<file path="src/rtl/dmem_pkg.sv">
// Shared definitions for the data-memory arbiter.
// Holds the memop encodings, byte-lane base patterns, the registered
// response record and helpers for legality and lane-enable decoding.
package dmem_pkg;

   localparam logic [2:0] MOP_B  = 3'b000;
   localparam logic [2:0] MOP_H  = 3'b001;
   localparam logic [2:0] MOP_W  = 3'b010;
   localparam logic [2:0] MOP_BU = 3'b100;
   localparam logic [2:0] MOP_HU = 3'b101;

   // Lane enables for an access at byte offset 0; shifted by addr[1:0] on use.
   localparam logic [3:0] LANE_B = 4'b0001;
   localparam logic [3:0] LANE_H = 4'b0011;
   localparam logic [3:0] LANE_W = 4'b1111;

   // State carried from the grant cycle into the response cycle.
   typedef struct packed {
      logic       valid;
      logic       id;
      logic       we;
      logic [2:0] memop;
      logic [1:0] addr_lo;
      logic       err;
   } rsp_t;

   // Legal encoding and natural alignment for the access size.
   function automatic logic mop_legal(input logic [2:0] memop, input logic [1:0] addr_lo);
      logic ok;
      case (memop)
         MOP_B, MOP_BU: ok = 1'b1;
         MOP_H, MOP_HU: ok = ~addr_lo[0];
         MOP_W:         ok = (addr_lo == 2'b00);
         default:       ok = 1'b0;
      endcase
      return ok;
   endfunction

   function automatic logic [3:0] mop_lanes(input logic [2:0] memop);
      logic [3:0] lanes;
      case (memop)
         MOP_B, MOP_BU: lanes = LANE_B;
         MOP_H, MOP_HU: lanes = LANE_H;
         MOP_W:         lanes = LANE_W;
         default:       lanes = 4'b0000;
      endcase
      return lanes;
   endfunction

endpackage

</file>
<file path="src/rtl/dmem_arbiter_if.sv">
// One requester's port on the data-memory arbiter.
//   req/we/addr/wdata/memop : request, held by the master until gnt
//   gnt                     : accept in the current cycle
//   rvalid/rdata/err        : response strobe one cycle after gnt
interface dmem_arbiter_if;
   logic        req;
   logic        we;
   logic [31:0] addr;
   logic [31:0] wdata;
   logic [2:0]  memop;
   logic        gnt;
   logic        rvalid;
   logic [31:0] rdata;
   logic        err;

   modport master (
      output req, we, addr, wdata, memop,
      input  gnt, rvalid, rdata, err
   );

   modport slave (
      input  req, we, addr, wdata, memop,
      output gnt, rvalid, rdata, err
   );
endinterface

</file>
<file path="src/rtl/dmem_lane_fmt.sv">
// Load-data formatter: picks the addressed byte/halfword out of the memory
// word and sign- or zero-extends it according to memop.
//   memop_i   : memop of the access being answered
//   addr_lo_i : byte offset within the word
//   q_i       : raw memory read word
//   rdata_o   : right-justified, extended load data
module dmem_lane_fmt
   import dmem_pkg::*;
(
   input  logic [2:0]  memop_i,
   input  logic [1:0]  addr_lo_i,
   input  logic [31:0] q_i,
   output logic [31:0] rdata_o
);

   logic [7:0]  byte_v;
   logic [15:0] half_v;

   always_comb begin
      byte_v = 8'(q_i >> {addr_lo_i, 3'b000});
      half_v = addr_lo_i[1] ? q_i[31:16] : q_i[15:0];
      case (memop_i)
         MOP_B:   rdata_o = {{24{byte_v[7]}}, byte_v};
         MOP_BU:  rdata_o = {24'h0, byte_v};
         MOP_H:   rdata_o = {{16{half_v[15]}}, half_v};
         MOP_HU:  rdata_o = {16'h0, half_v};
         MOP_W:   rdata_o = q_i;
         default: rdata_o = '0;
      endcase
   end

endmodule

</file>
<file path="src/rtl/dmem_arbiter.sv">
// Two-master round-robin arbiter in front of a single-port synchronous data
// memory. One access per cycle; store lanes are aligned here and load data is
// extracted/extended in the response cycle.
//   clk, rst_n  : clock, asynchronous active-low reset
//   m0, m1      : requester ports (m0 = CPU LSU, m1 = loader/debug/DMA)
//   mem_*       : memory macro drive; mem_q is read data one cycle later
// The macro must return freshly written data when the same word is written in
// one cycle and read in the next.
module dmem_arbiter
   import dmem_pkg::*;
#(
   parameter int unsigned ADDR_W = 15,
   parameter logic [31:0] BASE   = 32'h0010_0000
) (
   input  logic              clk,
   input  logic              rst_n,
   dmem_arbiter_if.slave     m0,
   dmem_arbiter_if.slave     m1,
   output logic [ADDR_W-1:0] mem_addr,
   output logic [31:0]       mem_wdata,
   output logic [3:0]        mem_byteena,
   output logic              mem_we,
   input  logic [31:0]       mem_q
);

   // rr_ptr holds the last granted id; on a tie the other master wins.
   logic rr_ptr_q, rr_ptr_d;
   rsp_t rsp_q, rsp_d;

   logic        gnt0, gnt1, any_gnt, sel;
   logic        sel_we;
   logic [31:0] sel_addr, sel_wdata;
   logic [2:0]  sel_mop;
   logic        sel_err;
   logic [31:0] fmt_rdata;

   always_comb begin
      // rst_n gating keeps grants off while the async reset is asserted.
      gnt0    = rst_n & m0.req & (~m1.req | rr_ptr_q);
      gnt1    = rst_n & m1.req & (~m0.req | ~rr_ptr_q);
      any_gnt = gnt0 | gnt1;
      sel     = gnt1;

      sel_we    = sel ? m1.we    : m0.we;
      sel_addr  = sel ? m1.addr  : m0.addr;
      sel_wdata = sel ? m1.wdata : m0.wdata;
      sel_mop   = sel ? m1.memop : m0.memop;

      sel_err = ~mop_legal(sel_mop, sel_addr[1:0]) |
                (sel_addr[31:ADDR_W+2] != BASE[31:ADDR_W+2]);

      mem_addr    = sel_addr[ADDR_W+1:2];
      mem_byteena = mop_lanes(sel_mop) << sel_addr[1:0];
      mem_wdata   = sel_wdata << {sel_addr[1:0], 3'b000};
      mem_we      = any_gnt & sel_we & ~sel_err;

      m0.gnt = gnt0;
      m1.gnt = gnt1;

      rr_ptr_d = any_gnt ? sel : rr_ptr_q;

      rsp_d         = '0;
      rsp_d.valid   = any_gnt;
      rsp_d.id      = sel;
      rsp_d.we      = sel_we;
      rsp_d.memop   = sel_mop;
      rsp_d.addr_lo = sel_addr[1:0];
      rsp_d.err     = sel_err;
   end

   always_ff @(posedge clk or negedge rst_n) begin
      if (!rst_n) begin
         rr_ptr_q <= 1'b1;
         rsp_q    <= '0;
      end else begin
         rr_ptr_q <= rr_ptr_d;
         rsp_q    <= rsp_d;
      end
   end

   dmem_lane_fmt u_lane_fmt (
      .memop_i   (rsp_q.memop),
      .addr_lo_i (rsp_q.addr_lo),
      .q_i       (mem_q),
      .rdata_o   (fmt_rdata)
   );

   // Stores and errored accesses answer with zero data.
   always_comb begin
      m0.rvalid = rsp_q.valid & ~rsp_q.id;
      m1.rvalid = rsp_q.valid & rsp_q.id;
      m0.err    = m0.rvalid & rsp_q.err;
      m1.err    = m1.rvalid & rsp_q.err;
      m0.rdata  = (m0.rvalid & ~rsp_q.we & ~rsp_q.err) ? fmt_rdata : '0;
      m1.rdata  = (m1.rvalid & ~rsp_q.we & ~rsp_q.err) ? fmt_rdata : '0;
   end

endmodule

</file>
<file path="src/flat_wrapper.sv">
// flat-port wrapper written by rule: the top's interface ports become plain ports
module dmem_arbiter_flat import dmem_pkg::*;
#(
   parameter int unsigned ADDR_W = 15,
   parameter logic [31:0] BASE   = 32'h0010_0000
)
  (clk, rst_n, mem_addr, mem_wdata, mem_byteena, mem_we, mem_q, m0_req, m0_we, m0_addr, m0_wdata, m0_memop, m0_gnt, m0_rvalid, m0_rdata, m0_err, m1_req, m1_we, m1_addr, m1_wdata, m1_memop, m1_gnt, m1_rvalid, m1_rdata, m1_err);
  dmem_arbiter_if m0_i ();
  dmem_arbiter_if m1_i ();
  input  logic clk;
  input  logic rst_n;
  output logic [ADDR_W-1:0] mem_addr;
  output logic [31:0] mem_wdata;
  output logic [3:0] mem_byteena;
  output logic mem_we;
  input  logic [31:0] mem_q;
  input wire logic [$bits(m0_i.req)-1:0] m0_req;
  input wire logic [$bits(m0_i.we)-1:0] m0_we;
  input wire logic [$bits(m0_i.addr)-1:0] m0_addr;
  input wire logic [$bits(m0_i.wdata)-1:0] m0_wdata;
  input wire logic [$bits(m0_i.memop)-1:0] m0_memop;
  output wire logic [$bits(m0_i.gnt)-1:0] m0_gnt;
  output wire logic [$bits(m0_i.rvalid)-1:0] m0_rvalid;
  output wire logic [$bits(m0_i.rdata)-1:0] m0_rdata;
  output wire logic [$bits(m0_i.err)-1:0] m0_err;
  input wire logic [$bits(m1_i.req)-1:0] m1_req;
  input wire logic [$bits(m1_i.we)-1:0] m1_we;
  input wire logic [$bits(m1_i.addr)-1:0] m1_addr;
  input wire logic [$bits(m1_i.wdata)-1:0] m1_wdata;
  input wire logic [$bits(m1_i.memop)-1:0] m1_memop;
  output wire logic [$bits(m1_i.gnt)-1:0] m1_gnt;
  output wire logic [$bits(m1_i.rvalid)-1:0] m1_rvalid;
  output wire logic [$bits(m1_i.rdata)-1:0] m1_rdata;
  output wire logic [$bits(m1_i.err)-1:0] m1_err;
  assign m0_i.req = m0_req;
  assign m0_i.we = m0_we;
  assign m0_i.addr = m0_addr;
  assign m0_i.wdata = m0_wdata;
  assign m0_i.memop = m0_memop;
  assign m0_gnt = m0_i.gnt;
  assign m0_rvalid = m0_i.rvalid;
  assign m0_rdata = m0_i.rdata;
  assign m0_err = m0_i.err;
  assign m1_i.req = m1_req;
  assign m1_i.we = m1_we;
  assign m1_i.addr = m1_addr;
  assign m1_i.wdata = m1_wdata;
  assign m1_i.memop = m1_memop;
  assign m1_gnt = m1_i.gnt;
  assign m1_rvalid = m1_i.rvalid;
  assign m1_rdata = m1_i.rdata;
  assign m1_err = m1_i.err;
  dmem_arbiter #(.ADDR_W(ADDR_W), .BASE(BASE)) u_core (.clk(clk), .rst_n(rst_n), .m0(m0_i), .m1(m1_i), .mem_addr(mem_addr), .mem_wdata(mem_wdata), .mem_byteena(mem_byteena), .mem_we(mem_we), .mem_q(mem_q));
endmodule
</file>
<file path="config.mk">
export PLATFORM = sky130hd
export DESIGN_NAME = dmem_arbiter_flat
export DESIGN_NICKNAME = d
export VERILOG_FILES = /design/src/rtl/dmem_pkg.sv /design/src/rtl/dmem_arbiter_if.sv /design/src/rtl/dmem_lane_fmt.sv /design/src/rtl/dmem_arbiter.sv /design/src/flat_wrapper.sv
export SDC_FILE = /design/constraint.sdc
export NUM_CORES = 1
export LEC_CHECK = 0
export BUFFER_PORTS_ARGS = -buffer_cell sky130_fd_sc_hd__clkbuf_2
export CORE_AREA = 2 2 115 117
export CTS_CLUSTER_SIZE = 10
export DETAILED_ROUTE_END_ITERATION = 12
export DIE_AREA = 0 0 117 119
export SETUP_SLACK_MARGIN = 0.5
export SLEW_MARGIN = 0
export SYNTH_ARGS = -nofsm -noshare
export SYNTH_HDL_FRONTEND = slang
export SYNTH_SLANG_ARGS = --single-unit
</file>
<file path="constraint.sdc">
create_clock -name clk -period 2.3 [get_ports clk]
set_input_delay 0.575 -clock clk [delete_from_list [all_inputs] [get_ports clk]]
set_output_delay 0.575 -clock clk [all_outputs]
set_load 0.02 [all_outputs]
</file>
[Word level (Yosys, flattened, before mapping)]
Cells that the tools add are included.
Cells by class
  equality and inequality tests: 9
  shift operators: 3
  muxes and demuxes: 10
  bitwise gates (word level): 27
  reduce and logical (&&, ||, !) cells: 5
Operator list (count)
  $pmux W32 S5: 1
  $mux W32: 4
  $shl A32 B5 Y32: 1
  $shr A32 B5 Y8: 1
  $mux W16: 1
  $ne A15 B4 Y1 const B: 1
  $and A1 B1 Y1: 14
  $eq A3 B3 Y1 const B: 4
  $pmux W4 S3: 1
  $not A1 Y1: 9
  $eq A3 B1 Y1 const B: 2
  $eq A3 B2 Y1 const B: 2
  $logic_not A3 Y1: 2
  $or A1 B1 Y1: 4
  $reduce_or A2 Y1: 2
  $shl A4 B2 Y4: 1
  $mux W3: 1
  $pmux W1 S3: 1
  $logic_not A2 Y1: 1
  $mux W1: 1
Storage, ports and cells
  register bits: 10
  logic and storage cells: 61

[Depth between registers and ports, before layout]
  depth in word-level cells: 11
  gate-level depth with buffers: 9
  mapped depth without buffers: 5

[Modules after synthesis]
Synthesis repeated with hierarchy kept, for this count alone.
Second synthesis, totals
  cell total of the unflattened synthesis: 483
  area, all modules: 3468.3 sq um
Modules (own cells, without submodules)
  dmem_arbiter: times used 1, cells an instance 372, area each 2646.3 sq um, seq. area each 251.5 sq um
  dmem_lane_fmt: times used 1, cells an instance 111, area each 822.0 sq um, seq. area each 0.0 sq um

[Worst setup path before layout]
OpenSTA, ideal clock, no wires.
  path type: input to output
  start point: input rst_n
  end point: output mem_wdata[16]
  arrival: 2111 ps
  path slack: -386 ps
  cell stages on the path: 7
  path buffers: 3
  cell sequence: and2_4 -> buf_6 -> and3_4 -> or2_1 -> buf_6 -> buf_6 -> o32ai_1
Between the ends
  longest elaborated chain between the ends: 4
  elaborated cells on any way between the ends: 5
Ends and longest elaborated chain
  start: declaration: line flat_wrapper.sv:11  | input logic rst_n;
  $and A1 B1 Y1 * (2 in series): line dmem_arbiter.sv:40  | gnt1 = rst_n & m1.req & (~m0.req | ~rr_ptr_q);
  $mux W32 (on tied branches): line dmem_arbiter.sv:46, dmem_arbiter.sv:45
  $shl A32 B5 Y32 *: line dmem_arbiter.sv:54  | mem_wdata = sel_wdata << {sel_addr[1:0], 3'b000};
  end: declaration: line flat_wrapper.sv:13  | output logic [31:0] mem_wdata;
Mark *: on every way between the ends. The rest lies on a longest branch, timed or not.

[Worst setup path after layout]
  start point: input mem_q[15]
  end point: output m0_rdata[11]
Between the ends
  longest elaborated chain between the ends: 3
Ends and longest elaborated chain
  start: declaration: line flat_wrapper.sv:16  | input logic [31:0] mem_q;
  $shr A32 B5 Y8: line dmem_lane_fmt.sv:20  | byte_v = 8'(q_i >> {addr_lo_i, 3'b000});
  $pmux W32 S5: line dmem_lane_fmt.sv:22  | case (memop_i)
  $mux W32: line dmem_arbiter.sv:94  | m0.rdata = (m0.rvalid & ~rsp_q.we & ~rsp_q.err) ? fmt_rdata : '0;
  end: declaration: line flat_wrapper.sv:24  | output wire logic [$bits(m0_i.rdata)-1:0] m0_rdata;
No other way between the ends.

==> run summary <==
Syn Nets: 598
Simple-gate portion of the synthesized area: 30.32%
Max-Cap Viols: 0
Maximum vdd drop: 0.0003106 V
Worst setup EP type: output pin
Final WL: 18320 microns
HP Class: input pin to async pin
Largest net degree at the start of global routing: 24
Yosys cell types: 49
Area grow syn2layout: 174.5%
Nets: 970
RSZ-0062 raised after global routing: true
FF+latch count, synth: 10
Top routing layer used: met4
Max Slew Vio Count: 0
Setup TNS: -22.08 ns
Metal-1 WL: 6323 microns
WHS: 0.2570 ns
Drt pass-1 iters: 4
Max Freq: 376.8 MHz
Placed Instances: 939
Outcome: finished, violations left
Synth Area per Inst: 6.955 sq um
Layout Skew: 0.001412 ns
First-pass GRT wire length: 24220 microns
Worst-path cell chain: clkbuf_2 > mux4_2 > nor4b_4 > buf_6 > a221oi_4 > nor2_2 > buf_6
FFs w/ async S/R, synth: 100.0%
CP delay by family, top: multiplexers
Initial antenna violation count: 0
Die area: 13920 sq um
Post-synthesis sequential area ratio: 8.488%
CP Class: input pin to output pin
Dominant synthesized flop cell: dfrtp_1
Leak: 3.797 nW
# IOs: 294
Data arrival time of the critical path: 2.08 ns
Routability Congestion: 0.8109
Syn Std Cell Area: 2963 sq um
Final Cell Area: 8133 sq um
Via Count: 4915
DRT iter0 DRCs: 267
Final setup violation count: 103
Crit-path max FO: 8
Post-Synth XOR/XNOR Area: 0%
Combinational family with the most area after synthesis: simple AND/OR/NAND/NOR gates
Crit path time final: 2.654 ns
# rows: 42
Layout fillers: 984
Synth Area in Adders: 0%
Slew HR: 66.19%
Required time worst endpoint: 1.73 ns
H-tree depth: 1
WP buf/inv: 3
Worst path slowest cell: mux4_2
Vias per cell: 5.051
PortBufs: 293
Initial core utilization: 23.01%
Endpoints failing hold: 0
Per-cell routed wire length: 18.82 microns
Yosys top cell by area: mux2i_1
Compound-Gate Fraction of Synth Area: 23.06%
Crit start category: input pin
Met3 WL: 1314 microns
Clk sinks: 10
Root buffer cell: clkbuf_16
Dpl cell area: 6036 sq um
Period Utilization, post-route: 115.4%
Core Area: 12870 sq um
PwrDens: 314.6 nW/um^2
Total grt overflow: 0
Mapped Cells: 426
DRC: 0
Synth top cells by count: nand2_1, mux2i_1, nor2_1
Tot Pwr: 2.559 mW
CTS tree: built
Max stage delay on crit path: 0.53 ns
Total GRT Usage: 21.75%
Most used cell, CP: buf_6
WL met2: 10000 microns
CTS Buffer Depth: 2
Worst-Margin Slew: 0.5071 ns
Number of synthesized flops with an enable pin: 0
Non-filler cells in the finished layout: 973
Count leader, synth: nand2_1
Post-DP HPWL: 12890 microns
Die X-Extent: 117 microns
Vias in the first global route: 4870
ANT nets after route: 0
Die extent in y: 119 microns
Number of antenna repair diodes: 0
Clock Latency Late Sink: 0.23 ns
Final worst-path setup slack: -0.3541 ns
Multiplexer share of the synthesized area: 27.70%
Synth top area share: 20.61%
Failing checks: negative setup slack
Fraction of layout cells with a size suffix above 1: 78.42%
Ys Warns: 0
Clock transition at the registers of the reported paths: 0.04 ns
Synth area leaders: mux2i_1, nand2_1, dfrtp_1
Total CTS buffers: 3
-- layout make-up --
type | instances | area (sq um) | share of cell area, %
clock buffer | 4 | 78.83 | 0.9692
inverter | 3 | 18.77 | 0.2308
multi-input combinational | 362 | 3872 | 47.62
sequential | 10 | 252.7 | 3.108
tap | 176 | 220.2 | 2.708
timing repair buffer | 418 | 3690 | 45.37
-- placed cells by master (no fill, tap or decap), types with 3 or more instances in the layout --
master / synthesis / final
nor2_2: 0 / 25
a221oi_4: 0 / 11
a21oi_2: 0 / 3
nor2b_4: 0 / 10
nor2_4: 0 / 8
nor3_4: 0 / 9
nor4_1: 5 / 4
nand2_2: 1 / 16
clkbuf_8: 0 / 16
buf_4: 15 / 86
a211oi_2: 0 / 5
buf_12: 0 / 11
mux2_4: 2 / 7
nand2_1: 73 / 37
mux2_2: 14 / 9
a21oi_4: 0 / 32
o21ai_0: 11 / 7
mux2i_1: 61 / 59
o21ai_4: 0 / 3
nor2b_1: 27 / 16
a222oi_1: 5 / 5
a211oi_4: 0 / 7
buf_16: 0 / 3
buf_8: 0 / 30
buf_6: 4 / 91
nor3_1: 15 / 6
nand2_4: 0 / 20
clkbuf_16: 0 / 10
a211oi_1: 18 / 6
clkbuf_2: 0 / 174
o32ai_4: 0 / 6
dfrtp_1: 9 / 8
and2_4: 1 / 3
nor2_1: 38 / 5
-- logic make-up after synthesis --
group                  count (synthesis)
AND/OR/NAND/NOR                      185
AO/OA/AOI/OAI                         99
flip-flops                            10
buffers and inverters                 54
multiplexers                          78
-- stage by stage --
stage | worst slack [ns] | utilization, %
2_1_floorplan | -0.1977 | -
3_3_place_gp | -0.3373 | 46.88
3_5_place_dp | -0.3538 | 46.88
4_1_cts | -0.2995 | 53.37
5_1_grt | -0.3877 | 63.17
6_report | -0.3541 | 63.17
-- path summary, 6_finish.rpt --
check	startpoint	end	slack, ns	cells past startpoint
setup / recovery	mem_q[15]	m0_rdata[11]	-0.35	7
hold / removal	rst_n	u_core.rsp_q[4]$_DFF_PN0_	0.26	2
setup reg to reg	u_core.rr_ptr_q$_DFFE_PN1N_	u_core.rsp_q[6]$_DFF_PN0_	0.64	7
hold reg to reg	u_core.rr_ptr_q$_DFFE_PN1N_	u_core.rr_ptr_q$_DFFE_PN1N_	0.76	4
max in group asynchronous	rst_n	u_core.rr_ptr_q$_DFFE_PN1N_	1.82	2
min in group clk	m0_memop[2]	u_core.rsp_q[5]$_DFF_PN0_	0.63	3
-- sequential cells by signal (all words and copies together), names as in the netlist --
register / count
u_core.rsp_q: 9
u_core.rr_ptr_q: 1
-- worst register-to-register path, stage by stage (launching register included) --
cell and delay (ns):
dfstp_2 0.57, nand2_4 0.10, nand2_8 0.10, buf_12 0.13, buf_6 0.11, mux2_4 0.30, buf_4 0.13, buf_4 0.12
-- per-layer routing --
metal,vias up,global-route usage (%)
li1,2289,-
met1,2338,21.88
met2,250,40.97
met3,38,5.496
met4,0,9.926
met5,-,0
-- repair_timing --
item | CTS | global route
hold buffers | 0 | 0
cloned | 2 | 7
buffers inserted | 6 | 15
pin swaps | 17 | 53
resized for setup | 139 | 362
setup endpoints to repair | 118 | 118
-- power breakdown --
| part | switching [mW] | internal (mW) | leakage, nW |
|---|---|---|---|
| Clock | 0.0730 | 0.231 | 0.0382 |
| Sequential | 0.0187 | 0.195 | 0.115 |
| Combinational | 0.997 | 1.04 | 3.64 |
Power figures use the tool's default switching activity.
